--- src/rtl/core1_pkg.sv ---
// Shared definitions for the Core1 datapath: operand widths, opcode values as seen on the
// core select line, the sequencer state encoding and an opcode legality helper.
package core1_pkg;

    localparam int unsigned OPW  = 256;
    localparam int unsigned HALF = 128;

    // Same select codes the Core1 arithmetic core decodes.
    localparam logic [2:0] IDLE_SEL = 3'b000;
    localparam logic [2:0] SQR      = 3'b001;
    localparam logic [2:0] XOR      = 3'b010;
    localparam logic [2:0] LUT      = 3'b011;
    localparam logic [2:0] MASK     = 3'b100;

    typedef enum logic [2:0] {
        StIdle,
        StDrive,
        StWait,
        StCapture,
        StResp
    } seq_state_e;

    function automatic logic is_legal_op(input logic [2:0] op);
        return (op == SQR) || (op == XOR) || (op == LUT) || (op == MASK);
    endfunction

endpackage

--- src/rtl/core1_lat_counter.sv ---
// Loadable down-counter used to time multi-cycle cores.
//   clk, rst_n  : clock, asynchronous active-low reset (count resets to 0)
//   load_i      : load load_val_i (has priority over en_i)
//   load_val_i  : value to load
//   en_i        : decrement by one, saturating at zero
//   done_o      : the count is at or reaches zero on this edge when enabled
module core1_lat_counter #(
    parameter int unsigned Width = 4
) (
    input  logic             clk,
    input  logic             rst_n,
    input  logic             load_i,
    input  logic [Width-1:0] load_val_i,
    input  logic             en_i,
    output logic             done_o
);

    logic [Width-1:0] cnt_q, cnt_d;

    always_comb begin
        cnt_d = cnt_q;
        if (load_i) begin
            cnt_d = load_val_i;
        end else if (en_i && (cnt_q != '0)) begin
            cnt_d = cnt_q - Width'(1);
        end
    end

    always_ff @(posedge clk or negedge rst_n) begin
        if (!rst_n) begin
            cnt_q <= '0;
        end else begin
            cnt_q <= cnt_d;
        end
    end

    assign done_o = (cnt_q <= Width'(1));

endmodule

--- src/rtl/core1_op_sequencer.sv ---
// Command sequencer for the Core1 arithmetic core. Accepts one command at a time, drives the
// core operands/select, samples the 256-bit result after CORE_LAT cycles, optionally
// XOR-accumulates it and returns it on a valid/ready response channel.
//   cmd_*  : command channel (valid/ready), opcode, accumulate/clear flags, operands A/B
//   core_* : registered operands and select to the core, C/D result halves from the core
//   rsp_*  : response channel (valid/ready), result halves, illegal-opcode flag
//   busy   : sequencer is not idle
module core1_op_sequencer
    import core1_pkg::*;
#(
    parameter int unsigned CORE_LAT = 1
) (
    input  logic            clk,
    input  logic            rst_n,
    input  logic            cmd_valid,
    output logic            cmd_ready,
    input  logic [2:0]      cmd_op,
    input  logic            cmd_acc,
    input  logic            cmd_acc_clr,
    input  logic [OPW-1:0]  cmd_a,
    input  logic [OPW-1:0]  cmd_b,
    output logic [OPW-1:0]  core_a,
    output logic [OPW-1:0]  core_b,
    output logic [2:0]      core_sel,
    input  logic [HALF-1:0] core_c,
    input  logic [HALF-1:0] core_d,
    output logic            rsp_valid,
    input  logic            rsp_ready,
    output logic [HALF-1:0] rsp_c,
    output logic [HALF-1:0] rsp_d,
    output logic            rsp_err,
    output logic            busy
);

    localparam int unsigned CntW = (CORE_LAT > 2) ? $clog2(CORE_LAT) : 1;

    seq_state_e     state_q, state_d;
    logic [2:0]     op_q, op_d;
    logic           acc_q, acc_d;
    logic           clr_q, clr_d;
    logic [OPW-1:0] a_q, a_d, b_q, b_d;
    logic [OPW-1:0] core_a_q, core_a_d, core_b_q, core_b_d;
    logic [2:0]     core_sel_q, core_sel_d;
    logic [OPW-1:0] accum_q, accum_d;
    logic [OPW-1:0] rsp_q, rsp_d_n;
    logic           err_q, err_d;
    logic [OPW-1:0] cap_r, acc_base, acc_new;
    logic           cnt_load, cnt_en, cnt_done;

    core1_lat_counter #(
        .Width (CntW)
    ) u_lat_counter (
        .clk        (clk),
        .rst_n      (rst_n),
        .load_i     (cnt_load),
        .load_val_i (CntW'(CORE_LAT - 1)),
        .en_i       (cnt_en),
        .done_o     (cnt_done)
    );

    // Result of the current capture, merged with the accumulator.
    always_comb begin
        cap_r = {core_c, core_d};
        if (op_q == MASK) begin
            cap_r[OPW-1:64] = '0;
        end
        acc_base = clr_q ? '0 : accum_q;
        acc_new  = acc_q ? (acc_base ^ cap_r) : cap_r;
    end

    always_comb begin
        state_d    = state_q;
        op_d       = op_q;
        acc_d      = acc_q;
        clr_d      = clr_q;
        a_d        = a_q;
        b_d        = b_q;
        core_a_d   = core_a_q;
        core_b_d   = core_b_q;
        core_sel_d = core_sel_q;
        accum_d    = accum_q;
        rsp_d_n    = rsp_q;
        err_d      = err_q;
        cnt_load   = 1'b0;
        cnt_en     = 1'b0;

        unique case (state_q)
            StIdle: begin
                if (cmd_valid) begin
                    op_d  = cmd_op;
                    acc_d = cmd_acc;
                    clr_d = cmd_acc_clr;
                    a_d   = cmd_a;
                    b_d   = cmd_b;
                    if (is_legal_op(cmd_op)) begin
                        state_d = StDrive;
                    end else begin
                        // Illegal opcodes never reach the core nor touch the accumulator.
                        rsp_d_n = '0;
                        err_d   = 1'b1;
                        state_d = StResp;
                    end
                end
            end
            StDrive: begin
                core_a_d   = a_q;
                core_b_d   = b_q;
                core_sel_d = op_q;
                if (CORE_LAT > 1) begin
                    cnt_load = 1'b1;
                    state_d  = StWait;
                end else begin
                    state_d = StCapture;
                end
            end
            StWait: begin
                cnt_en = 1'b1;
                if (cnt_done) begin
                    state_d = StCapture;
                end
            end
            StCapture: begin
                accum_d = acc_new;
                rsp_d_n = acc_new;
                err_d   = 1'b0;
                state_d = StResp;
            end
            StResp: begin
                if (rsp_ready) begin
                    core_sel_d = IDLE_SEL;
                    state_d    = StIdle;
                end
            end
            default: state_d = StIdle;
        endcase
    end

    always_ff @(posedge clk or negedge rst_n) begin
        if (!rst_n) begin
            state_q    <= StIdle;
            op_q       <= IDLE_SEL;
            acc_q      <= 1'b0;
            clr_q      <= 1'b0;
            a_q        <= '0;
            b_q        <= '0;
            core_a_q   <= '0;
            core_b_q   <= '0;
            core_sel_q <= IDLE_SEL;
            accum_q    <= '0;
            rsp_q      <= '0;
            err_q      <= 1'b0;
        end else begin
            state_q    <= state_d;
            op_q       <= op_d;
            acc_q      <= acc_d;
            clr_q      <= clr_d;
            a_q        <= a_d;
            b_q        <= b_d;
            core_a_q   <= core_a_d;
            core_b_q   <= core_b_d;
            core_sel_q <= core_sel_d;
            accum_q    <= accum_d;
            rsp_q      <= rsp_d_n;
            err_q      <= err_d;
        end
    end

    assign cmd_ready = (state_q == StIdle);
    assign rsp_valid = (state_q == StResp);
    assign busy      = (state_q != StIdle);
    assign core_a    = core_a_q;
    assign core_b    = core_b_q;
    assign core_sel  = core_sel_q;
    assign rsp_c     = rsp_q[OPW-1:HALF];
    assign rsp_d     = rsp_q[HALF-1:0];
    assign rsp_err   = err_q;

endmodule
--- config.mk ---
export PLATFORM = sky130hd
export DESIGN_NAME = core1_op_sequencer
export DESIGN_NICKNAME = d
export VERILOG_FILES = /design/src/rtl/core1_pkg.sv /design/src/rtl/core1_lat_counter.sv /design/src/rtl/core1_op_sequencer.sv
export SDC_FILE = /design/constraint.sdc
export NUM_CORES = 2
export LEC_CHECK = 0
export BUFFER_PORTS_ARGS = -buffer_cell sky130_fd_sc_hd__buf_2
export CORE_AREA = 2 2 610 612
export DETAILED_ROUTE_END_ITERATION = 7
export DIE_AREA = 0 0 612 614
export RECOVER_POWER = 100
export SKIP_LAST_GASP = 1
export SYNTH_ARGS = -nofsm -noshare
export SYNTH_HDL_FRONTEND = slang
export SYNTH_SLANG_ARGS = --single-unit
--- constraint.sdc ---
create_clock -name clk -period 1.7 [get_ports clk]
set_input_delay 0.17 -clock clk [delete_from_list [all_inputs] [get_ports clk]]
set_output_delay 0.17 -clock clk [all_outputs]
set_load 0.02 [all_outputs]
======== Word level (Yosys, flattened, before mapping) ========
Cells that the tools add are included.
Widths: inputs -> output; s select.
storage, ports and cells
  register bits after elaboration ......... 1549
  bits of input ports ..................... 777
  output and inout bits ................... 775
operators by class
  $add $sub $neg .......................... 1
  order comparisons ....................... 1
  eq/ne operators ......................... 13
  multiplexer cells ....................... 16
  bitwise logic cells ..................... 1
  reduce and logical (&&, ||, !) cells .... 12
operators by type and width
  cell                 number
  $mux 256             4
  $pmux 256 s2         1
  $xor 256x256->256    1
  $mux 192             1
  $pmux 3 s5           1
  $eq 3x2->1 const B   4
  $mux 3               4
  $eq 3x3->1 const B   3
  $eq 3x1->1 const B   2
  $ne 2x2->1 const B   3
  $pmux 3 s2           1
  $reduce_and 3->1     2
  $reduce_and 2->1     2
  $reduce_bool 2->1    2
  $logic_not 3->1      1
  $logic_or 1x1->1     3
  $mux 1               3
  $reduce_bool 3->1    1
  $ne 2x1->1 const B   1
  $pmux 1 s2           1
  $le 1x1->1 const B   1
  $logic_and 1x1->1    1
  $sub 1x1->1 const B  1

======== Longest topological paths before layout ========
  depth after elaboration ................. 7
  gate-level depth with buffers ........... 7

======== Cells and area by module ========
A second synthesis with hierarchy kept.
second synthesis, totals
  cells, all modules ...................... 7152
  area, all modules ....................... 64942.3 sq um
by module, submodules not included
  module              instances  cells each  area an instance (sq um)
  core1_op_sequencer  1          7150        64931.0
  core1_lat_counter   1          2           11.3

======== Worst setup path after synthesis ========
No wires, ideal clock.
  path type ............................... register to register
  from .................................... register state_q[2]
  to ...................................... register a_q[0]
  data arrival time ....................... 1.683 ns
  slack ................................... -0.100 ns
  stages on the path, launching flop included .. 8
  period minus slack after synthesis ...... 1.800 ns
  cells stage by stage .................... dfrtp_1 or4b_1 clkbuf_1 clkbuf_1 clkbuf_1 buf_2 nand2_1 nand2_1
between the ends
  cells in the longest elaborated chain, start to end .. 2
RTL lines
  item                        line                       source
  from (decl)                 core1_op_sequencer.sv:37   seq_state_e state_q, state_d;
  from (signal assigned)      core1_op_sequencer.sv:140  state_q <= StIdle;
  from (signal assigned)      core1_op_sequencer.sv:153  state_q <= state_d;
  $logic_not 3->1             core1_op_sequencer.sv:87   unique case (state_q)
  $reduce_and 2->1 (no line)  --
  to (signal assigned)        core1_op_sequencer.sv:144  a_q <= '0;
  to (signal assigned)        core1_op_sequencer.sv:157  a_q <= a_d;
  to (decl)                   core1_op_sequencer.sv:41   logic [OPW-1:0] a_q, a_d, b_q, b_d;
No other way between the ends.
A chain may end at the register's enable or synchronous reset.

======== Final worst setup path ========
  from .................................... register state_q[1]
  to ...................................... register b_q[252]
between the ends
  cells in the longest elaborated chain, start to end .. 2
RTL lines
  item                        line                       source
  $logic_not 3->1             core1_op_sequencer.sv:87
  $reduce_and 2->1 (no line)  --
  to (signal assigned)        core1_op_sequencer.sv:145  b_q <= '0;
  to (signal assigned)        core1_op_sequencer.sv:158  b_q <= b_d;
  to (decl)                   core1_op_sequencer.sv:41
No other way between the ends.

==> flow_metrics.tcl <==
set metrics [dict create \
    met2_length_mm 164 \
    viasPerCell 4.33 \
    wl_per_cell_um 23.1 \
    initial_core_util_pct 17.5 \
    die_y_um 614 \
    worst_slew_pin_slew_ps 1110 \
    area_delta_synth_final_pct 59.4 \
    clock_latency_ps 890 \
    r2r_slack_ps -430 \
    clock_skew_ps 52.5 \
    fin_cells 15100 \
    powerDensity_mw_per_mm2 1940 \
    h-tree-depth 4 \
    setup_viol_count_final 1722 \
    ys_warn_count 0 \
    path_clk_slew_ps 60 \
    nets 10700 \
    io_pins 1552 \
    vias 65500 \
    synth.avg_cell_area_um2 9.09 \
    cp.arrival_ps 2850 \
    hold_class "input pin to register" \
    violations "negative setup slack" \
    fmax_ghz 0.469 \
    reg2reg_to "b_q[252]$_DFFE_PN0P_" \
    met3_length_mm 26.4 \
    drtIter0Drc 5668 \
    layout_common_cells "3212 x nand2_1, 1539 x dfrtp_1, 1535 x buf_2, 989 x dlygate4sd3_1, 257 x nand3b_1" \
    outcome "finished, violations left" \
    cp-start-kind "register" \
    rr_worst_depth 8 \
    ir_worst_vdd_mv 0.937 \
    placed_cell_area_mm2 0.0817 \
    cts_tree "done" \
    topRoutingLayerUsed "met5" \
    fin_area_mm2 0.103 \
    drive_gt1_share_pct 28.1 \
    synth-seq-area-share_pct 59.7 \
    hold_violations 0 \
    grt_pass1_vias 63300 \
    place_inst 13600 \
    final_common_cell "nand2_1" \
    endpoint "b_q[252]$_DFFE_PN0P_" \
    ys.flop_type "dfrtp_1" \
    grt.total_usage_pct 17.1 \
    grt_start_max_net_pins 98 \
    ys_ff_latch 1548 \
    antenna_found_initial 88 \
    synthArstFlopShare_pct 100 \
    m1WireLength_mm 137 \
    slew_viol_final 0 \
    leakagePower_uw 0.0514 \
    dr.pass1.iters 6 \
    end_kind "register" \
    wl_mm 350 \
    cp_max_fo 26 \
    rows 224 \
    synth-edff-count 0 \
    startpoint "state_q[1]$_DFFE_PN0P_" \
    syn_nets 7922 \
    relSlewSlack_pct 25.8 \
    ant_nets 0 \
    ys_types 31 \
    cts_buffers 183 \
    cts_buffer_depth 4 \
    crit_required_ps 2420 \
    grt_pass1_wl_mm 471 \
    gp_congestion 0.914 \
    max-cap-violations 0 \
    cts_root_buf "clkbuf_16" \
    placeableCoreArea_mm2 0.370 \
    final.setup.worst_slack_ps -431 \
    drc 0 \
    rsz0062_at_grt "true" \
    io_buffers 1551 \
    die_w_um 612 \
    min_period_ps 2130 \
    fin_crit_sh_pct 125 \
    synth_cells 7145 \
    clock-sinks 1548 \
    die-area_mm2 0.376 \
    hpwl_mm 253 \
    timing.rr.start "state_q[1]$_DFFE_PN0P_" \
    synth_area_mm2 0.0649 \
    grt-ovfl-total 0 \
    crit_type "register to register" \
]
[worst max-delay path, stage by stage, from the launching register on]
cell and delay (ps):
dfrtp_1 400, buf_6 130, or4b_4 560, buf_12 170
buf_16 170, buf_16 180, buf_12 190, nand2_1 90
nand2_1 70
[kinds of logic (layout without fill, tap and decap cells)]
kind of cell	count (synthesis)	count (layout)	share of synthesized area (%)
AND/OR/NAND/NOR	4319	4319	27.8
flip-flops	1548	1548	59.7
XOR/XNOR	65	65	0.877
other	0	60	0
AO/OA/AOI/OAI	716	716	8.52
buffers and inverters	497	3450	3.16
[power breakdown]
group | internal, uW | switching, uW
sequential | 53800 | 11900
clock | 24100 | 17600
combinational | 35300 | 58300
total | 113000 | 87800
[repair_timing]
action / in CTS / in global routing
hold endpoints to repair: 2582 / 0
gates cloned: 43 / 56
endpoints found under the setup margin: 1821 / 1870
resized for setup: 269 / 516
pin swaps: 179 / 309
hold buffers: 989 / 0
setup buffers: 54 / 53
[worst min path at each step]
stage / startpoint / end / slack (ps) / cells after the start
2_1_floorplan: rst_n / a_q[0]$_DFFE_PN0P_ / -130 / 0
3_3_place_gp: rst_n / b_q[100]$_DFFE_PN0P_ / 110 / 1
3_5_place_dp: rst_n / b_q[100]$_DFFE_PN0P_ / 110 / 1
4_1_cts: cmd_a[15] / a_q[15]$_DFFE_PN0P_ / 0.8 / 4
5_1_grt: cmd_a[153] / a_q[153]$_DFFE_PN0P_ / 40 / 4
6_report: cmd_b[236] / b_q[236]$_DFFE_PN0P_ / 80 / 4
[per-layer routing]
layer / track usage [%] / up-vias
li1: - / 29300
met1: 20.9 / 32500
met2: 28.0 / 2777
met3: 4.16 / 818
met4: 8.81 / 28
met5: 0 / -
[final cells by class]
| cell class | count | area (um^2) |
|---|---|---|
| clock buffer | 252 | 5270 |
| inverter | 2 | 7.51 |
| tap | 4972 | 6220 |
| fill | 38500 | 267000 |
| timing repair buffer | 3122 | 26300 |
| clock inverter | 74 | 941 |
| sequential | 1548 | 38800 |
| multi-input combinational | 5100 | 25800 |
| antenna | 60 | 150 |
[registers in the layout, summed over array words and instances, names as in the netlist]
register and cells:
acc_q 1, core_sel 3, op_q 3, rsp_q 256
core_a 256, b_q 256, accum_q 256, a_q 256
clr_q 1, state_q 3, core_b 256, rsp_err 1
[Yosys cell counts, types with 2 or more instances]
library cell	instances	area, um^2
nand2_1	3602	13500
dfrtp_1	1548	38700
clkbuf_1	323	1210
nand3b_1	257	1930
nand3_1	256	1280
o211ai_1	256	1920
a211o_1	193	1690
a21o_1	192	1440
nand4_1	192	1200
buf_2	138	691
o22ai_1	67	419
xor2_1	64	561
buf_1	30	113
buf_4	4	30.0
a21oi_1	3	15.0
or3b_2	3	26.3
inv_1	2	7.51
nor3b_1	2	15.0
[metrics by stage]
stage,util (%),setup slack (ps),hold slack [ps],setup TNS [ps],power [uW]
finish,27.9,-431,77.7,-362500,201000
CTS,27.1,-430,0.803,-358230,196000
global placement,22.1,-300,112,-173580,142000
floorplan,-,-29.4,-126,-11760,105000
global route,27.9,-447,36.2,-489890,212000
detailed placement,22.1,-303,111,-196630,143000
Power figures use the tool's default switching activity.
